<file path="src/rtl/router_pkg.sv">
// Shared definitions for the deflection router: flit field layout, port
// indices and direction encodings.
package router_pkg;

    localparam int FLIT_W    = 11;
    localparam int NPORTS    = 4;
    localparam int VALID_BIT = 10;
    localparam int MASK_HI   = 9;
    localparam int MASK_LO   = 6;
    localparam int DX_HI     = 5;
    localparam int DX_LO     = 3;
    localparam int DY_HI     = 2;
    localparam int DY_LO     = 0;

    typedef enum logic [1:0] {
        PORT_N = 2'd0,
        PORT_S = 2'd1,
        PORT_E = 2'd2,
        PORT_W = 2'd3
    } port_e;

    // Productive-mask encoding as carried in flit bits [9:6] ({N,S,E,W})
    localparam logic [3:0] DIR_N = 4'b1000;
    localparam logic [3:0] DIR_S = 4'b0100;
    localparam logic [3:0] DIR_E = 4'b0010;
    localparam logic [3:0] DIR_W = 4'b0001;

    // Reorder a {N,S,E,W} mask into a vector indexed by port_e
    function automatic logic [3:0] mask_to_ports(input logic [3:0] mask);
        logic [3:0] p;
        p[PORT_N] = |(mask & DIR_N);
        p[PORT_S] = |(mask & DIR_S);
        p[PORT_E] = |(mask & DIR_E);
        p[PORT_W] = |(mask & DIR_W);
        return p;
    endfunction

    function automatic logic [2:0] popcount4(input logic [3:0] v);
        return 3'(v[0]) + 3'(v[1]) + 3'(v[2]) + 3'(v[3]);
    endfunction

endpackage

</file>
<file path="src/rtl/route_arb_stage_if.sv">
// Flit bus between the input pipeline stage and the route/arbitration stage.
interface route_arb_stage_if;
    import router_pkg::*;

    logic [FLIT_W-1:0] noin, soin, eoin, woin;
    logic [FLIT_W-1:0] nout, sout, eout, wout, eject;
    logic [3:0]        defl;

    modport master (
        output noin, soin, eoin, woin,
        input  nout, sout, eout, wout, eject, defl
    );

    modport slave (
        input  noin, soin, eoin, woin,
        output nout, sout, eout, wout, eject, defl
    );

endinterface

</file>
<file path="src/rtl/route_arb_stage_route_compute.sv">
// Per-flit route computation: validity, local-destination flag and the
// {N,S,E,W} productive-direction mask relative to this router.
module route_compute
    import router_pkg::*;
#(
    parameter logic [2:0] MY_X = 3'd2,
    parameter logic [2:0] MY_Y = 3'd2
) (
    input  logic [FLIT_W-1:0] flit,
    output logic              valid,
    output logic              local_dst,
    output logic [3:0]        mask
);

    logic [2:0] dx, dy;

    assign dx        = flit[DX_HI:DX_LO];
    assign dy        = flit[DY_HI:DY_LO];
    assign valid     = flit[VALID_BIT];
    assign mask      = {dy > MY_Y, dy < MY_Y, dx > MY_X, dx < MY_X};
    assign local_dst = (mask == '0);

endmodule

</file>
<file path="src/rtl/route_arb_stage.sv">
// Route computation, single-flit ejection and golden-priority deflection
// arbitration with registered outputs. Optional ROUTE_STATS_EN adds defl_cnt.
module route_arb_stage
    import router_pkg::*;
#(
    parameter int unsigned MY_X          = 2,
    parameter int unsigned MY_Y          = 2,
    parameter int unsigned GOLDEN_PERIOD = 8
) (
    input  logic              clk,
    input  logic              rst,
    route_arb_stage_if.slave  bus
`ifdef ROUTE_STATS_EN
    ,
    output logic [15:0]       defl_cnt
`endif
);

    localparam int unsigned CNT_W = (GOLDEN_PERIOD > 1) ? $clog2(GOLDEN_PERIOD) : 1;

    logic [FLIT_W-1:0] fin     [NPORTS];
    logic [3:0]        msk     [NPORTS];
    logic [NPORTS-1:0] vld, loc;

    logic [FLIT_W-1:0] nxt_out [NPORTS];
    logic [FLIT_W-1:0] out_q   [NPORTS];
    logic [FLIT_W-1:0] nxt_ej, ej_q;
    logic [3:0]        nxt_defl, defl_q;

    logic [1:0]        g;
    logic [CNT_W-1:0]  cnt;

    logic [1:0]        idx;
    port_e             pick;
    logic              found, dfl, ejected;
    logic [3:0]        prod, free;

    assign fin[PORT_N] = bus.noin;
    assign fin[PORT_S] = bus.soin;
    assign fin[PORT_E] = bus.eoin;
    assign fin[PORT_W] = bus.woin;

    for (genvar i = 0; i < NPORTS; i++) begin : g_rc
        route_compute #(
            .MY_X(3'(MY_X)),
            .MY_Y(3'(MY_Y))
        ) u_rc (
            .flit      (fin[i]),
            .valid     (vld[i]),
            .local_dst (loc[i]),
            .mask      (msk[i])
        );
    end

    // Walk inputs in golden order; each flit claims a port before the next looks
    always_comb begin
        free     = '1;
        nxt_defl = '0;
        nxt_ej   = '0;
        ejected  = 1'b0;
        idx      = '0;
        pick     = PORT_N;
        found    = 1'b0;
        dfl      = 1'b0;
        prod     = '0;
        for (int unsigned p = 0; p < NPORTS; p++) nxt_out[p] = '0;

        for (int unsigned k = 0; k < NPORTS; k++) begin
            idx   = g + k[1:0];
            prod  = mask_to_ports(msk[idx]);
            found = 1'b0;
            dfl   = 1'b0;
            pick  = PORT_N;
            if (vld[idx]) begin
                if (loc[idx] && !ejected) begin
                    nxt_ej  = {1'b1, 4'b0000, fin[idx][DX_HI:DY_LO]};
                    ejected = 1'b1;
                end else begin
                    if (prod[PORT_E] && free[PORT_E]) begin
                        pick = PORT_E; found = 1'b1;
                    end else if (prod[PORT_W] && free[PORT_W]) begin
                        pick = PORT_W; found = 1'b1;
                    end else if (prod[PORT_N] && free[PORT_N]) begin
                        pick = PORT_N; found = 1'b1;
                    end else if (prod[PORT_S] && free[PORT_S]) begin
                        pick = PORT_S; found = 1'b1;
                    end else begin
                        for (int unsigned j = 0; j < NPORTS; j++) begin
                            if (!found && free[j]) begin
                                pick  = port_e'(j[1:0]);
                                found = 1'b1;
                                dfl   = 1'b1;
                            end
                        end
                    end
                    if (found) begin
                        nxt_out[pick]  = {1'b1, msk[idx], fin[idx][DX_HI:DY_LO]};
                        free[pick]     = 1'b0;
                        nxt_defl[pick] = dfl;
                    end
                end
            end
        end
    end

    always_ff @(posedge clk) begin
        if (rst) begin
            for (int unsigned p = 0; p < NPORTS; p++) out_q[p] <= '0;
            ej_q   <= '0;
            defl_q <= '0;
            g      <= '0;
            cnt    <= '0;
        end else begin
            for (int unsigned p = 0; p < NPORTS; p++) out_q[p] <= nxt_out[p];
            ej_q   <= nxt_ej;
            defl_q <= nxt_defl;
            if (cnt == CNT_W'(GOLDEN_PERIOD - 1)) begin
                cnt <= '0;
                g   <= g + 2'd1;
            end else begin
                cnt <= cnt + 1'b1;
            end
        end
    end

`ifdef ROUTE_STATS_EN
    logic [16:0] cnt_sum;

    assign cnt_sum = {1'b0, defl_cnt} + 17'(popcount4(nxt_defl));

    always_ff @(posedge clk) begin
        if (rst)             defl_cnt <= '0;
        else if (cnt_sum[16]) defl_cnt <= '1;
        else                  defl_cnt <= cnt_sum[15:0];
    end
`endif

    assign bus.nout  = out_q[PORT_N];
    assign bus.sout  = out_q[PORT_S];
    assign bus.eout  = out_q[PORT_E];
    assign bus.wout  = out_q[PORT_W];
    assign bus.eject = ej_q;
    assign bus.defl  = defl_q;

endmodule

</file>
<file path="src/flat_wrapper.sv">
// flat-port wrapper written by rule: the top's interface ports become plain ports
module route_arb_stage_flat import router_pkg::*;
#(
    parameter int unsigned MY_X          = 2,
    parameter int unsigned MY_Y          = 2,
    parameter int unsigned GOLDEN_PERIOD = 8
)
  (clk, rst, bus_noin, bus_soin, bus_eoin, bus_woin, bus_nout, bus_sout, bus_eout, bus_wout, bus_eject, bus_defl);
  route_arb_stage_if bus_i ();
  input  logic clk;
  input  logic rst;
  input wire logic [$bits(bus_i.noin)-1:0] bus_noin;
  input wire logic [$bits(bus_i.soin)-1:0] bus_soin;
  input wire logic [$bits(bus_i.eoin)-1:0] bus_eoin;
  input wire logic [$bits(bus_i.woin)-1:0] bus_woin;
  output wire logic [$bits(bus_i.nout)-1:0] bus_nout;
  output wire logic [$bits(bus_i.sout)-1:0] bus_sout;
  output wire logic [$bits(bus_i.eout)-1:0] bus_eout;
  output wire logic [$bits(bus_i.wout)-1:0] bus_wout;
  output wire logic [$bits(bus_i.eject)-1:0] bus_eject;
  output wire logic [$bits(bus_i.defl)-1:0] bus_defl;
  assign bus_i.noin = bus_noin;
  assign bus_i.soin = bus_soin;
  assign bus_i.eoin = bus_eoin;
  assign bus_i.woin = bus_woin;
  assign bus_nout = bus_i.nout;
  assign bus_sout = bus_i.sout;
  assign bus_eout = bus_i.eout;
  assign bus_wout = bus_i.wout;
  assign bus_eject = bus_i.eject;
  assign bus_defl = bus_i.defl;
  route_arb_stage #(.MY_X(MY_X), .MY_Y(MY_Y), .GOLDEN_PERIOD(GOLDEN_PERIOD)) u_core (.clk(clk), .rst(rst), .bus(bus_i));
endmodule
</file>
<file path="config.mk">
export PLATFORM = sky130hd
export DESIGN_NAME = route_arb_stage_flat
export DESIGN_NICKNAME = d
export VERILOG_FILES = /design/src/rtl/router_pkg.sv /design/src/rtl/route_arb_stage_if.sv /design/src/rtl/route_arb_stage_route_compute.sv /design/src/rtl/route_arb_stage.sv /design/src/flat_wrapper.sv
export SDC_FILE = /design/constraint.sdc
export NUM_CORES = 1
export LEC_CHECK = 0
export BUFFER_PORTS_ARGS = -buffer_cell sky130_fd_sc_hd__buf_2
export CAP_MARGIN = 40
export CORE_AREA = 2 2 117 119
export DETAILED_ROUTE_END_ITERATION = 7
export DIE_AREA = 0 0 119 121
export GPL_TIMING_DRIVEN = 0
export PLACE_DENSITY = 0.53
export SLEW_MARGIN = 15
export SYNTH_ARGS = -nofsm -noshare
export SYNTH_HDL_FRONTEND = slang
export SYNTH_HIERARCHICAL = 1
export SYNTH_SLANG_ARGS = --single-unit
</file>
<file path="constraint.sdc">
create_clock -name clk -period 4.4 [get_ports clk]
set_clock_uncertainty 0.2 [all_clocks]
set_input_delay 0.44 -clock clk [delete_from_list [all_inputs] [get_ports clk]]
set_output_delay 0.44 -clock clk [all_outputs]
set_load 0.01 [all_outputs]
</file>
==> results of run 1 <==
## worst max-delay path, stage by stage (launching register included)
cell and delay, ns:
dfxtp_1 0.32, buf_6 0.14, buf_6 0.18, mux4_2 0.61, or4b_1 0.50, buf_4 0.19
nor2_4 0.25, a21oi_1 0.07, mux2_2 0.31, a2111o_1 0.41, and2_1 0.19, or4_1 0.53
a21oi_1 0.23
## synthesized netlist by cell type, drive strengths merged (3+ instances only)
master	number
and2	7
a221oi	8
nor2b	4
nand3	4
nand2	16
nand4bb	4
a21oi	19
inv	6
mux2	4
o21ai	6
dfxtp	60
clkbuf	22
o211ai	10
a22oi	12
mux4	45
a222oi	30
o31ai	4
o22ai	31
nor3	14
buf	22
a21o	9
and3	3
mux2i	6
nor2	37
nand2b	18
## per-stage QoR
stage,hold slack [ns],std cells
5_1_grt,0.240,721
3_5_place_dp,0.223,704
4_1_cts,0.230,720
2_1_floorplan,0.204,447
6_report,0.229,721
3_3_place_gp,0.213,702
## sequential cells by signal (all words and copies together), names as in the netlist
signal / cells
u_core/g: 2
u_core/out_q: 44
u_core/cnt: 3
u_core/bus.eject: 7
u_core/bus.defl: 4
## routing by layer
metal  vias to the layer above  share of wire (%)  track usage, %
met2                       297                 46            33.9
li1                       2019                  -               -
met4                         0                1.6            7.74
met1                      2222                 42            29.5
met3                        23                 10            6.39
met5                         -                  0               0
## worst paths after layout
check / start / to / slack, ns / cells past startpoint
hold reg to reg: u_core/cnt[0] / u_core/cnt[0] / 0.23 / 1
setup / recovery: u_core/g[1] / u_core/bus.defl[2] / 0.18 / 12
hold / removal: u_core/cnt[0] / u_core/cnt[0] / 0.23 / 1
setup reg to reg: u_core/g[1] / u_core/bus.defl[2] / 0.18 / 12
## power by group through the flow
stage / Combinational, mW / Sequential [mW] / Clock [mW]
after floorplan: 0.237 / 0.624 / 0
after global placement: 0.398 / 0.602 / 0
after detailed placement: 0.401 / 0.604 / 0
after CTS: 0.404 / 0.593 / 0.767
after global routing: 0.447 / 0.597 / 0.789
final: 0.419 / 0.592 / 0.754
## timing repair
action,4_1_cts,5_1_grt
resized for setup,2,14
pin swaps,0,2
setup endpoints to repair,13,46
setup buffers,0,1
## layout make-up
type,count,area (µm²),share of cell area [%]
Inverter,6,22.5,0.405
Tap cell,176,220,3.96
Timing Repair Buffer,82,413,7.42
Sequential cell,60,1200,21.6
Multi-Input combinational cell,337,3150,56.7
Clock inverter,4,72.6,1.30
Buffer,44,234,4.21
Clock buffer,12,246,4.43
## kinds of logic after synthesis
kind of cell    Yosys count  share of synthesized area [%]
compound gates          150                           26.5
xor+xnor                  2                          0.386
fa+ha+maj                 3                          0.772
buf+inv                  50                           5.49
flops                    60                           26.5
mux                      55                           24.6
other cells               1                         0.0826
simple gates            123                           15.7
==> results by group, run 1 <==
Outcome
  • Status: finished, violations left
  • Failing checks: DRC

Routing
  • DR iter-0 viols: 596
  • Antenna violation net count after detailed routing: 0
  • Via density: between 6 and 7
  • Routed wire per std cell: 22.1 µm
  • Initial DRT Pass Iterations: 8
  • Final WL: 15,900 µm
  • Residual DRC: 17
  • DR vias: 4,561

Power
  • Worst IR Drop VDD: 175 µV
  • Logic pwr share: 23.8%
  • Sw power: between 500 and 600 µW
  • PD cells: between 300 and 400 nW/µm²
  • Final Total Pwr: 1.77 mW
  • Leakage power: about 2 nW
  • Pint: 1.26 mW
  • Seq pwr share: roughly a third
  • Sw frac: 28.8%
  • Clock group share of total power: 42.7%

Cells and area
  • Final core utilization: between 40% and 50%
  • N_diodes: 0
  • Share of cells above drive strength 1: 36.1%
  • P&R area growth vs syn: 22.6%
  • Final net count: ~600
  • Commonest non-fill, non-tap cell in the layout: buf_2
  • Fillers: 1,319
  • Commonest cells after routing, fill and taps aside: buf_2, dfxtp_1, mux4_2, nor2_1, a222oi_1
  • Fin area: 5560 µm²

Synthesis
  • Flops & latches, synth: 60
  • Number of flops mapped to enable cells by yosys: 0
  • Synth async-reset ratio: 0%
  • Netlist cell types: 68
  • Yosys top cell area share: between 20% and 30%
  • Post-synthesis sequential area ratio: 26.5%
  • Top cells by area, synth: dfxtp_1, mux4_2, a222oi_1
  • Synth area leader: dfxtp_1
  • Top_reg_cell synth: dfxtp_1
  • Synthesized area per cell: 10.2 µm²
  • Yosys warns: 6
  • Post-Syn Area: 4540 µm²
  • Gate Count Post-Synth: 444

STA
  • Setup TNS: 0 ns
  • Final setup fails: 0
  • Crit share post-route: between 90% and 100%
  • Final Critical Period: 4.22 ns
  • F_max: about 240 MHz
  • RSZ-0062 raised after global routing: no
  • Hold Fails Final Rpt: 0
  • Worst Max-Slew Pin Slew: 0.851 ns
  • Post-route setup slack: 0.176 ns
  • Worst slew margin: 43.0%
  • Final slew viol count: 0

CTS
  • CTS sink cnt: 60
  • Clock Latency Late Sink: 0.33 ns
  • CTS tree: built
  • H-tree depth: 3
  • Max Root-Sink Buffers: 2
  • Cts-stage hold buffer count: 0
  • TritonCTS Buffers: 9
  • Clock Tree Root: clkbuf_16
  • Clock slew at reported path FFs: 0.05 ns

Hold path
  • Worst min path class: register to register

Placed design
  • Worst slack, placed: -0.339 ns
  • Hpwl dp: 12,300 µm
  • Placer Congestion: 0.939
  • Placed cell area: 5170 µm²
  • PortBufs: 79

Setup path
  • Crit end category: register
  • Crit path DAT: 4.25 ns
  • Kind of critical path: register to register
  • Worst-path fanout max: 10
  • WP data required: 4.43 ns
  • Setup crit start kind: register

GRT
  • Initial antenna violation count: 0
  • GR Overflow Total: 0
  • Total track usage: 22.0%
  • Largest net degree at the start of global routing: 11
  • First-pass GRT wire length: 24,500 µm
  • Vias in the first global route: between 4,000 and 5,000

Floorplan
  • Placeable Area: 13,100 µm²
  • Number of I/O pins: 105
  • Die area: around 14,000 µm²
  • Starting Density: 34.7%
  • Die X: 119 µm
  • Die Ht: ~120 µm
  • # rows: 42

Flow run
  • Maxcap violations: 0
Power figures use the tool's default switching activity.
==> inputs of run 2 (changes only) <==
==> constraint.sdc (replaced) <==
create_clock -name clk -period 4.3 [get_ports clk]
set_clock_uncertainty 0.2 [all_clocks]
set_input_delay 0.43 -clock clk [delete_from_list [all_inputs] [get_ports clk]]
set_output_delay 0.43 -clock clk [all_outputs]
set_load 0.01 [all_outputs]
==> run 2 against run 1 <==
Effect of this change: the run still ends with DRC left; die area is the same; largest power group unchanged; flip-flop and latch count is the same; critical path depth is the same; clock-buffer cell count is the same.
==> results by group, run 2 (synthesis gave the netlist of run 1 again) <==
Outcome
  • Failing checks: DRC
  • Status: finished, violations left

Floorplan
  • Starting Density: 34.7% (unchanged)
  • Die X: 119 µm (unchanged)
  • Die Ht: 121 µm (unchanged)
  • Die area: 14,400 µm² (unchanged)
  • Placeable Area: 13,100 µm² (unchanged)
  • # rows: 42 (unchanged)
  • Number of I/O pins: 105 (unchanged)

Setup path
  • Cell Chain, Critical Path: buf_6 > buf_8 > mux4_2 > or4b_1 > buf_4 > nor2_4 > a21oi_1 > mux2_2 > a2111o_1 > and2_1 > or4_1 > a21oi_2
  • Crit end category: register
  • Critical path origin: u_core/g[1]
  • Slowest cell on the critical path: mux4_2
  • WP data required: 4.34 ns (-0.09 ns)
  • Kind of critical path: register to register
  • Worst-path fanout max: 10 (unchanged)
  • Crit path DAT: 4.23 ns (-0.02 ns)
  • Reg2reg start: u_core/g[1]
  • Reg2Reg Setup Slack: 0.12 ns (-0.06 ns)
  • Setup crit start kind: register
  • Critical Path Max Stage Delay: 0.60 ns (about the same)

Power
  • Pint: 1.29 mW (+2.4%)
  • Sw power: 523 µW (+2.7%)
  • Final Total Pwr: 1.81 mW (+2.5%)
  • Sw frac: 28.9% (+0.069 points)
  • Worst IR Drop VDD: 179 µV (+2.3%)
  • PD cells: 324 nW/µm² (+2.0%)
  • Clock group share of total power: 42.6% (about the same)
  • Seq pwr share: 33.5% (about the same)
  • Leakage power: 2.05 nW (+0.15%)
  • Logic pwr share: 23.9% (about the same)

GRT
  • First-pass GRT wire length: 24,600 µm (+0.14%)
  • Total track usage: 22.0% (+0.030 points)
  • Initial antenna violation count: 0 (unchanged)
  • Vias in the first global route: 4,293 (+0.23%)
  • Largest net degree at the start of global routing: 11 (unchanged)
  • GR Overflow Total: 0 (unchanged)

STA
  • Final slew viol count: 0 (unchanged)
  • Worst Max-Slew Pin Slew: 0.837 ns (-0.0142 ns)
  • Final setup fails: 0 (unchanged)
  • Crit share post-route: 97.3% (+1.3 points)
  • Worst slew margin: 44.0% (+0.95 points)
  • Final Critical Period: 4.18 ns (-0.0395 ns)
  • F_max: 239 MHz (+0.94%)
  • Post-route setup slack: 0.116 ns (-0.0605 ns)
  • Hold Fails Final Rpt: 0 (unchanged)

Cells and area
  • P&R area growth vs syn: 23.1%
  • Fillers: 1,319 (unchanged)
  • Share of cells above drive strength 1: 36.5% (+0.37 points)
  • Commonest cells after routing, fill and taps aside: buf_2, dfxtp_1, mux4_2, nor2_1, a222oi_1
  • Fin area: 5590 µm² (+0.47%)
  • N_diodes: 0 (unchanged)
  • Commonest non-fill, non-tap cell in the layout: buf_2
  • Number of flip-flops under the largest register name: 44 (unchanged)
  • Final net count: 588 (unchanged)
  • Largest register by flop count: u_core/out_q

Routing
  • Routed wire per std cell: 22.2 µm (+0.53%)
  • Residual DRC: 3 (-14)
  • Antenna violation net count after detailed routing: 0 (unchanged)
  • DR vias: 4,499 (-1.4%)
  • DR iter-0 viols: 640 (+7.4%)
  • Final WL: 16,000 µm (+0.53%)
  • Via density: 6.24 (-1.4%)
  • Initial DRT Pass Iterations: 8 (unchanged)

CTS
  • Clock slew at reported path FFs: 0.05 ns (about the same)
  • CTS tree: built
  • CTS sink cnt: 60 (unchanged)
  • H-tree depth: 3 (unchanged)
  • TritonCTS Buffers: 9 (unchanged)
  • Max Root-Sink Buffers: 2 (unchanged)
  • Clock Latency Late Sink: 0.33 ns (about the same)
  • Clock Tree Root: clkbuf_16

Placed design
  • Placer Congestion: 0.939 (unchanged)
  • PortBufs: 79 (unchanged)
  • Placed cell area: 5170 µm² (unchanged)
  • Worst slack, placed: -0.429 ns (-0.0900 ns)
  • Hpwl dp: 12,300 µm (unchanged)

Flow run
  • Maxcap violations: 0 (unchanged)

Hold path
  • HP Start: u_core/cnt[0]
  • Worst min path class: register to register
==> run 2: changes by cell type in the layout (fill, tap and decap cells not counted) <==
cell	change
a311oi_4	+1
clkbuf_4	+1
a21oi_1	-1
nor3_2	+1
buf_8	+1
clkbuf_2	-1
nor3_1	-1
a21oi_2	+1
buf_6	-1
a311oi_2	-1
==> run 2: power groups by stage <==
stage / logic [mW] / registers, mW / clock network, mW
global placement: 0.408 / 0.616 / 0
CTS: 0.414 / 0.607 / 0.785
detailed placement: 0.410 / 0.618 / 0
finish: 0.432 / 0.606 / 0.771
global route: 0.460 / 0.611 / 0.808
floorplan: 0.242 / 0.639 / 0
==> run 2: cell type report <==
type	instances	area [µm²]	area share, %
plain buffers	44	240	4.30
clock buffers	12	246	4.41
clock inverters	4	72.6	1.30
inverters	6	22.5	0.403
multi-input cells	337	3170	56.8
flip-flops and latches	60	1200	21.5
well taps	176	220	3.94
repair buffers	82	413	7.39
==> run 2: final timing paths <==
| kind | end | depth (start not counted) |
|---|---|---|
| worst max-delay path | u_core/bus.defl[2] | 12 |
| worst min-delay path | u_core/cnt[0] | 1 |
| worst max register to register | u_core/bus.defl[2] | 12 |
| worst min register to register | u_core/cnt[0] | 1 |
==> run 2: what timing repair did <==
| item | in CTS | in global routing |
|---|---|---|
| pin swaps | 0 | 3 |
| cloned | 0 | 0 |
| endpoints found under the setup margin | 41 | 52 |
| buffers inserted | 0 | 1 |
| gates resized for setup | 4 | 17 |
| hold buffers | 0 | 0 |
==> run 2: metrics by stage <==
step | TNS (ns) | utilization (%) | instances | hold WS (ns)
4_1_cts | 0 | 42.1 | 720 | 0.230
3_3_place_gp | -11.74 | 39.5 | 702 | 0.213
3_5_place_dp | -10.89 | 39.5 | 704 | 0.223
2_1_floorplan | 0 | - | 447 | 0.204
6_report | 0 | 42.7 | 721 | 0.228
5_1_grt | -0.0170 | 42.7 | 721 | 0.240
==> run 2: metal layers <==
metal / GRT usage [%] / share of wire, % / vias up
met5: 0 / 0 / -
met4: 7.74 / 1.7 / 0
met3: 6.39 / 9.5 / 24
met2: 34.1 / 46 / 248
met1: 29.5 / 43 / 2209
li1: - / - / 2018
==> run 2: critical path, delay by kind of cell (launching register included) <==
family                 cells  cell delay [ns]
DFF                        1             0.32
buffers and inverters      3             0.49
and+or+nand+nor            4             1.50
AOI/OAI and AO/OA          3             0.66
muxes                      2             0.91
